## src/rtl/sierpinski_ca_gen_pkg.sv

```systemverilog
// Shared mode encodings, sizing constants and the seed function for the
// Sierpinski cellular-automaton generator.
package sierpinski_ca_gen_pkg;

  typedef enum logic [1:0] {
    ModeRule90  = 2'b00,
    ModeRule150 = 2'b01,
    ModeLfsr    = 2'b10,
    ModeHold    = 2'b11
  } mode_e;

  localparam int unsigned MaxWidth   = 64;
  localparam int unsigned CountWidth = 7;
  localparam int unsigned PrescWidth = 16;

  // Seed: a single live cell in the middle of the array (bit width/2).
  function automatic logic [MaxWidth-1:0] seed_fn(input int unsigned width);
    return {{(MaxWidth-1){1'b0}}, 1'b1} << (width / 2);
  endfunction

endpackage

```

## src/rtl/sierpinski_next_state.sv

```systemverilog
// Combinational next-generation logic: rule 90, rule 150 and Galois LFSR.
module sierpinski_next_state
  import sierpinski_ca_gen_pkg::*;
#(
  parameter int unsigned      WIDTH = 16,
  parameter logic [WIDTH-1:0] TAPS  = 16'hB400
) (
  input  logic [WIDTH-1:0] state_i,
  input  mode_e            mode_i,
  output logic [WIDTH-1:0] next_o
);

  localparam logic [MaxWidth-1:0] SeedFull = seed_fn(WIDTH);
  localparam logic [WIDTH-1:0]    Seed     = SeedFull[WIDTH-1:0];

  // Bit i of nbr_lo is s[i-1], bit i of nbr_hi is s[i+1]; shifts supply the zero boundaries.
  logic [WIDTH-1:0] nbr_lo;
  logic [WIDTH-1:0] nbr_hi;

  assign nbr_lo = state_i << 1;
  assign nbr_hi = state_i >> 1;

  // Select the next generation for the requested mode.
  always_comb begin
    next_o = state_i;
    unique case (mode_i)
      ModeRule90:  next_o = nbr_lo ^ nbr_hi;
      ModeRule150: next_o = nbr_lo ^ state_i ^ nbr_hi;
      ModeLfsr: begin
        // All-zero is the LFSR lockup state; recover by reseeding.
        if (state_i == '0) begin
          next_o = Seed;
        end else begin
          next_o = (state_i >> 1) ^ (state_i[0] ? TAPS : '0);
        end
      end
      default:     next_o = state_i;
    endcase
  end

endmodule

```

## src/rtl/sierpinski_ca_gen.sv

```systemverilog
// Sierpinski cellular-automaton / LFSR pattern generator with an 8-bit
// window readout, free-run prescaler, single-step and auto-reseed.
module sierpinski_ca_gen
  import sierpinski_ca_gen_pkg::*;
#(
  parameter int unsigned      WIDTH = 16,
  parameter int unsigned      ROWS  = 16,
  parameter int unsigned      DIV   = 1,
  parameter logic [WIDTH-1:0] TAPS  = 16'hB400
) (
  input  logic       clk,
  input  logic       rst_n,
  input  logic       ena,
  input  logic [7:0] ui_in,
  output logic [7:0] uo_out,
  input  logic [7:0] uio_in,
  output logic [7:0] uio_out,
  output logic [7:0] uio_oe
);

  localparam logic [MaxWidth-1:0]   SeedFull  = seed_fn(WIDTH);
  localparam logic [WIDTH-1:0]      Seed      = SeedFull[WIDTH-1:0];
  localparam logic [CountWidth-1:0] LastRow   = CountWidth'(ROWS - 1);
  localparam logic [PrescWidth-1:0] LastPresc = PrescWidth'(DIV - 1);

  logic [WIDTH-1:0]      state_q, state_d;
  logic [CountWidth-1:0] row_q, row_d;
  logic [PrescWidth-1:0] presc_q, presc_d;
  logic                  wrap_q, wrap_d;
  logic                  step_prev_q, step_prev_d;
  mode_e                 mode_q, mode_d;

  mode_e            mode_in;
  logic             run, step_in, restart;
  logic [2:0]       win_sel;
  logic             step_pulse, presc_hit, mode_change, do_step;
  logic [WIDTH-1:0] next_state;
  logic [MaxWidth-1:0] state_ext;
  logic             unused_uio;

  assign mode_in = mode_e'(ui_in[1:0]);
  assign run     = ui_in[2];
  assign step_in = ui_in[3];
  assign restart = ui_in[4];
  assign win_sel = ui_in[7:5];

  assign step_pulse  = step_in & ~step_prev_q;
  assign presc_hit   = run && (presc_q == LastPresc);
  // Hold is transparent: compare only against the last non-hold mode.
  assign mode_change = (mode_in != ModeHold) && (mode_in != mode_q);
  assign do_step     = ena && (mode_in != ModeHold) && (presc_hit || step_pulse);

  sierpinski_next_state #(
    .WIDTH (WIDTH),
    .TAPS  (TAPS)
  ) u_next_state (
    .state_i (state_q),
    .mode_i  (mode_in),
    .next_o  (next_state)
  );

  // Next-state: restart/mode-change reseed beats a step; CA steps count rows and auto-reseed.
  always_comb begin
    state_d     = state_q;
    row_d       = row_q;
    presc_d     = presc_q;
    wrap_d      = 1'b0;
    mode_d      = mode_q;
    step_prev_d = step_in;

    if (!run) begin
      presc_d = '0;
    end else if (ena) begin
      presc_d = presc_hit ? '0 : presc_q + 1'b1;
    end

    if (ena && (mode_in != ModeHold)) begin
      mode_d = mode_in;
    end

    if (ena && (restart || mode_change)) begin
      state_d = Seed;
      row_d   = '0;
      presc_d = '0;
    end else if (do_step) begin
      if (mode_in == ModeLfsr) begin
        state_d = next_state;
      end else if (row_q == LastRow) begin
        state_d = Seed;
        row_d   = '0;
        wrap_d  = 1'b1;
      end else begin
        state_d = next_state;
        row_d   = row_q + 1'b1;
      end
    end
  end

  // State registers with asynchronous active-low reset to the seed.
  always_ff @(posedge clk or negedge rst_n) begin
    if (!rst_n) begin
      state_q     <= Seed;
      row_q       <= '0;
      presc_q     <= '0;
      wrap_q      <= 1'b0;
      step_prev_q <= 1'b0;
      mode_q      <= ModeRule90;
    end else begin
      state_q     <= state_d;
      row_q       <= row_d;
      presc_q     <= presc_d;
      wrap_q      <= wrap_d;
      step_prev_q <= step_prev_d;
      mode_q      <= mode_d;
    end
  end

  // Zero-padding to MaxWidth makes windows beyond WIDTH read as 8'h00.
  assign state_ext = MaxWidth'(state_q);

  // Window readout and status outputs.
  always_comb begin
    uo_out  = state_ext[{win_sel, 3'b000} +: 8];
    uio_out = {wrap_q, row_q};
    uio_oe  = 8'hFF;
  end

  assign unused_uio = ^uio_in;

endmodule

```

## config.mk

```make
export PLATFORM = sky130hd
export DESIGN_NAME = sierpinski_ca_gen
export DESIGN_NICKNAME = d
export VERILOG_FILES = /design/src/rtl/sierpinski_ca_gen_pkg.sv /design/src/rtl/sierpinski_next_state.sv /design/src/rtl/sierpinski_ca_gen.sv
export SDC_FILE = /design/constraint.sdc
export NUM_CORES = 1
export LEC_CHECK = 0
export ABC_CLOCK_PERIOD_IN_PS = 2150
export BUFFER_PORTS_ARGS = -buffer_cell sky130_fd_sc_hd__buf_2
export CORE_MARGIN = 8
export CORE_UTILIZATION = 50
export DETAILED_ROUTE_END_ITERATION = 6
export PLACE_DENSITY = 0.73
export RECOVER_POWER = 25
export SETUP_SLACK_MARGIN = 0.4
export SYNTH_ARGS = -nofsm -noshare
export SYNTH_HDL_FRONTEND = slang
export SYNTH_SLANG_ARGS = --single-unit
```

## constraint.sdc

```tcl
create_clock -name clk -period 2.15 [get_ports clk]
set_input_delay 0.215 -clock clk [delete_from_list [all_inputs] [get_ports clk]]
set_output_delay 0.215 -clock clk [all_outputs]
set_load 0.01 [all_outputs]
```

# Word level (Yosys, flattened, before mapping)
# Index checks and enable logic that the tools add are counted.
# totals
reg_bits	43
latch_bits	0
mem_bits_rw	0
mem_bits_ro	0
inputBits	19
word_cells	53
mem_count	0
# op_classes
addsub	2
n_mul	0
n_div	0
magnitude_cmp	0
eq_ne	7
n_shift	1
n_mux	19
bitwise	6
n_reduce_logical	12
# ops
op	n
$mux 16	10
$shiftx 64x7->8	1
$pmux 16 s3	1
$logic_not 16->1	2
$xor 16x15->16	2
$mux 7	4
$add 16x1->16 const B	1
$xor 15x16->16	1
$xor 16x16->16	1
$add 7x1->7 const B	1
$eq 7x4->1 const B	1
$logic_and 1x1->1	5
$mux 1	4
$ne 2x2->1 const B	2
$ne 3x2->1 const B	1
$eq 2x1->1 const B	1
$eq 2x2->1 const B	1
$logic_not 2->1	1
$logic_or 1x1->1	2
$ne 2x2->1	1
$reduce_and 2->1	1
$reduce_bool 2->1	1
$and 1x1->1	1
$not 1->1	1

# Depth between registers and ports, before layout
# depth
depth_word	8
depth_mapped	9
depth_no_buf	7

# By module
# A second synthesis with hierarchy kept.
# unflattened
cells_unflattened	400
hier_area_um2	3432.0
# by_module_without_submodules
mod	n_inst	cells_per_inst	area_per_inst_um2	seq_area_each_um2
sierpinski_ca_gen	1	267	2461.1	1077.3
sierpinski_next_state	1	133	970.9	0.0

# Worst setup path after synthesis
# No wires, ideal clock.
# synth_timing
path_kind	register to register
from	reg state_q[12]
to	reg state_q[2]
setup_ps	127
t_arrival_ps	1970
t_required_ps	2023
path_slack_ps	53
path_stages_with_launch	10
n_path_buf	2
synth_period_minus_slack_ps	2097
cell_sequence	dfrtp_1 > clkdlybuf4s25_1 > inv_1 > ha_1 > nand4_1 > o21ai_0 > clkbuf_1 > a21oi_1 > a311oi_1 > o2bb2ai_2
# synth_between
elab_chain_len	7
# synth_lines
element	line	source
from (decl)	sierpinski_ca_gen.sv:26	logic [WIDTH-1:0] state_q, state_d;
from (signal assigned)	sierpinski_ca_gen.sv:109	state_q <= state_d;
$logic_not 16->1 (*)	sierpinski_next_state.sv:31	if (state_i == '0) begin
$mux 16 (*)	sierpinski_next_state.sv:31	
$pmux 16 s3 (*)	sierpinski_next_state.sv:26	unique case (mode_i)
$mux 16	sierpinski_ca_gen.sv:88	end else if (row_q == LastRow) begin
$mux 16 (*)	sierpinski_ca_gen.sv:86	if (mode_in == ModeLfsr) begin
$mux 16 (*)	sierpinski_ca_gen.sv:85	end else if (do_step) begin
$mux 16 (*)	sierpinski_ca_gen.sv:81	if (ena && (restart || mode_change)) begin
# Every way passes the cells marked *; elsewhere a longest branch is shown, timed or not. The select of a mux whose other input is x is not followed.
# A chain may end at the register's enable or synchronous reset.

# Final worst setup path
# layout_timing
from	reg presc_q[0]
to	reg row_q[5]
# layout_between
elab_chain_len	6
# layout_lines
element	line	source
from (decl)	sierpinski_ca_gen.sv:28	logic [PrescWidth-1:0] presc_q, presc_d;
from (signal assigned)	sierpinski_ca_gen.sv:111	presc_q <= presc_d;
$logic_not 16->1	sierpinski_ca_gen.sv:48	assign presc_hit = run && (presc_q == LastPresc);
$logic_and 1x1->1	sierpinski_ca_gen.sv:48	
$logic_or 1x1->1	sierpinski_ca_gen.sv:51	assign do_step = ena && (mode_in != ModeHold) && (presc_hit || step_pulse);
$logic_and 1x1->1	sierpinski_ca_gen.sv:51	
$reduce_bool 2->1 (no line)	n/a	
$reduce_and 2->1 (no line)	n/a	
to (signal assigned)	sierpinski_ca_gen.sv:110	row_q <= row_d;
to (decl)	sierpinski_ca_gen.sv:27	logic [CountWidth-1:0] row_q, row_d;
# No other way between the ends.

==> impl_metrics.tcl <==
set metrics [dict create \
    synth_area_sq_um 3420 \
    path_max_fanout 4 \
    placed_area_sq_um 3550 \
    grt_pass1_wl_mm 13.3 \
    skew_ps 8.55 \
    synth_top_area_share_pct 30.7 \
    drt-total-wl_mm 8.53 \
    endpoint "row_q[5]$_DFFE_PN0P_" \
    layout-drive-gt1-share_pct 33.7 \
    grt_max_degree 31 \
    crit_required_ps 2340 \
    outcome "finished clean" \
    finalMaxSlewViolations 0 \
    critPathLaunchType "flop" \
    ys_types 65 \
    power_mw 1.78 \
    ys_async_sr_fraction_pct 100 \
    start_util_pct 50.9 \
    use_met1_pct 21.6 \
    yosysTopAreaCell "dfrtp_1" \
    cp.arrival_ps 2160 \
    p_per_area_nw_per_um2 431 \
    hp-class "input port to flop" \
    antenna_cells 0 \
    clkLatencyLatePin_ps 300 \
    avgSynthCellArea_sq_um 9.08 \
    first_iter_violations 212 \
    timing_worst_setup_path_type "flop to flop" \
    synthToLayoutAreaGrowth_pct 20.9 \
    ant_nets 0 \
    fp-row-count 30 \
    holdWs_ps 58.5 \
    finalCritPeriodShare_pct 91.6 \
    synth_area_leaders "dfrtp_1 (31%), mux2i_1 (4.7%), o2bb2ai_2 (4.4%)" \
    first_global_vias 2918 \
    htreeDepth 2 \
    worst_pin_slew_ps 829 \
    grt_antenna_before_repair 0 \
    end_kind "flop" \
    ir_drop_v 0.000348 \
    vias 3054 \
    syn_inst 377 \
    reg2reg_slack_ps 180 \
    gr-usage-met2_pct 25.9 \
    yosys-top-cells-count "dfrtp_1 (42), nand2_1 (28), nor2_1 (28), inv_1 (25), nand3_1 (21)" \
    cts_tree "yes" \
    worstHoldStart "ui_in[3]" \
    finalSetupViolations 0 \
    ys_seq_elements 43 \
    top_usage_layer "met2" \
    slew_headroom_pct 44.7 \
    post_drt_via_cell_ratio 6.02 \
    first_pass_iters 4 \
    pin_count 43 \
    tns_ps 0 \
    cp-startpoint "presc_q[0]$_DFFE_PN0P_" \
    port_buffers 26 \
    holdPathStages 1 \
    chipWidth_um 98.7 \
    synth.yosys.seq_area_share_pct 31.5 \
    core-area_sq_um 6720 \
    cts_num_sinks 43 \
    p_leak_nw 1.74 \
    synth_top_flop_cell "dfrtp_1" \
    finalHoldViolCount 0 \
    post-synth-top-count-cell "dfrtp_1" \
    cts_inserted_buffers 5 \
    cts-root-buf "clkbuf_8" \
    r2r_cells 10 \
    finalCriticalPeriod_ps 1970 \
    die_height_um 98.7 \
    wl_per_cell_um 16.8 \
    met3_usage_pct 2.89 \
    regToRegStartpoint "presc_q[0]$_DFFE_PN0P_" \
    nNetsFinal 456 \
    gp_congestion 0.854 \
    drc_errors 0 \
    max_freq_ghz 0.508 \
    grtUsageTotal_pct 16.4 \
    grt_overflow 0 \
    grt_setup_unrepaired "true" \
    synth_warnings 0 \
    clock_path_buffers 2 \
    synth_edf_count 0 \
    design.die.area_sq_um 9750 \
    hpwl_mm 5.61 \
    reg2reg_to "row_q[5]$_DFFE_PN0P_" \
    path_clk_slew_ps 80 \
    maxCapViolCount 0 \
    fin_area_sq_um 4140 \
]
[state kept, by name (all words and copies together) (netlist names)]
signal       flops
presc_q         16
row_q            7
wrap_q           1
step_prev_q      1
state_q         16
mode_q           2
[report_power, final]
group | total, mW | internal [mW] | switching (mW) | leakage [nW]
sequential | 0.856 | 0.828 | 0.0271 | 0.580
clock | 0.511 | 0.231 | 0.279 | 0.0395
combinational | 0.418 | 0.166 | 0.252 | 1.12
total | 1.78 | 1.23 | 0.558 | 1.74
[routing by layer]
metal  vias up  routed length (um)
met5         -                   0
met4         0                 232
met3        24                 432
met2       107                4040
met1      1478                3830
li1       1445                   -
[placed cells by master (no fill, tap or decap), types with 6 or more instances in the layout]
master      n
xor2_1      8
buf_2      24
o21ai_0    14
nand3_1    19
a21oi_1    14
clkbuf_1    6
a21oi_2     6
nor2_1     26
buf_4      29
o2bb2ai_2  11
buf_6      11
dfrtp_1    37
nand4_1     6
conb_1      8
inv_1      24
xnor2_1    11
a22oi_1     7
ha_1        9
mux2i_1    16
nand2_1    24
[how the worst min path moves through the flow]
| stage | to | slack (ps) |
|---|---|---|
| 2_1_floorplan | mode_q[0]$_DFFE_PN0P_ | -80 |
| 3_3_place_gp | presc_q[7]$_DFFE_PN0P_ | 30 |
| 3_5_place_dp | presc_q[7]$_DFFE_PN0P_ | 40 |
| 4_1_cts | step_prev_q$_DFF_PN0_ | 40 |
| 5_1_grt | step_prev_q$_DFF_PN0_ | 60 |
| 6_report | step_prev_q$_DFF_PN0_ | 60 |
[cell type report]
cell class              count  area [sq um]
fillers                   554          2580
multi-input cells         281          2280
flip-flops and latches     43          1080
repair buffers             70           503
well taps                  80           100
inverters                  25          93.8
clock buffers               8          80.1
[worst max-delay path, stage by stage, from the launching register on]
cell and delay, ps:
dfrtp_1 400, inv_1 70, ha_2 160, nor4b_4 230
nand4_2 190, buf_6 160, buf_6 100, buf_8 130
a211oi_2 220, xnor2_1 150, nor2_1 60
[per-stage QoR]
stage | cells | worst slack (ps) | util, %
2_1_floorplan | 384 | 316 | -
3_3_place_gp | 477 | 131 | 52.9
3_5_place_dp | 477 | 105 | 52.9
4_1_cts | 493 | 183 | 56.3
5_1_grt | 507 | 102 | 61.6
6_report | 507 | 180 | 61.6
[logic make-up (layout without fill, tap and decap cells)]
kind of cell             after synthesis  in the layout  synth area share [%]
AND/OR/NAND/NOR                      130            131                  21.2
AO/OA/AOI/OAI                         96             96                  21.9
buffers and inverters                 61            103                  11.8
flip-flops                            43             43                  31.5
XOR/XNOR                              19             19                  4.86
multiplexers                          16             16                  4.68
adder cells (fa/ha/maj)               11             11                  4.02
other                                  1              8                 0.110
[repair_timing]
| action | in CTS | in global routing |
|---|---|---|
| cloned | 0 | 1 |
| resized for setup | 17 | 62 |
| buffers inserted | 7 | 13 |
| endpoints found under the setup margin | 36 | 39 |
| hold buffers | 1 | 0 |
| pin swaps | 7 | 25 |
| endpoints found under the hold margin | 20 | 0 |
(Power assumes the default switching activity.)
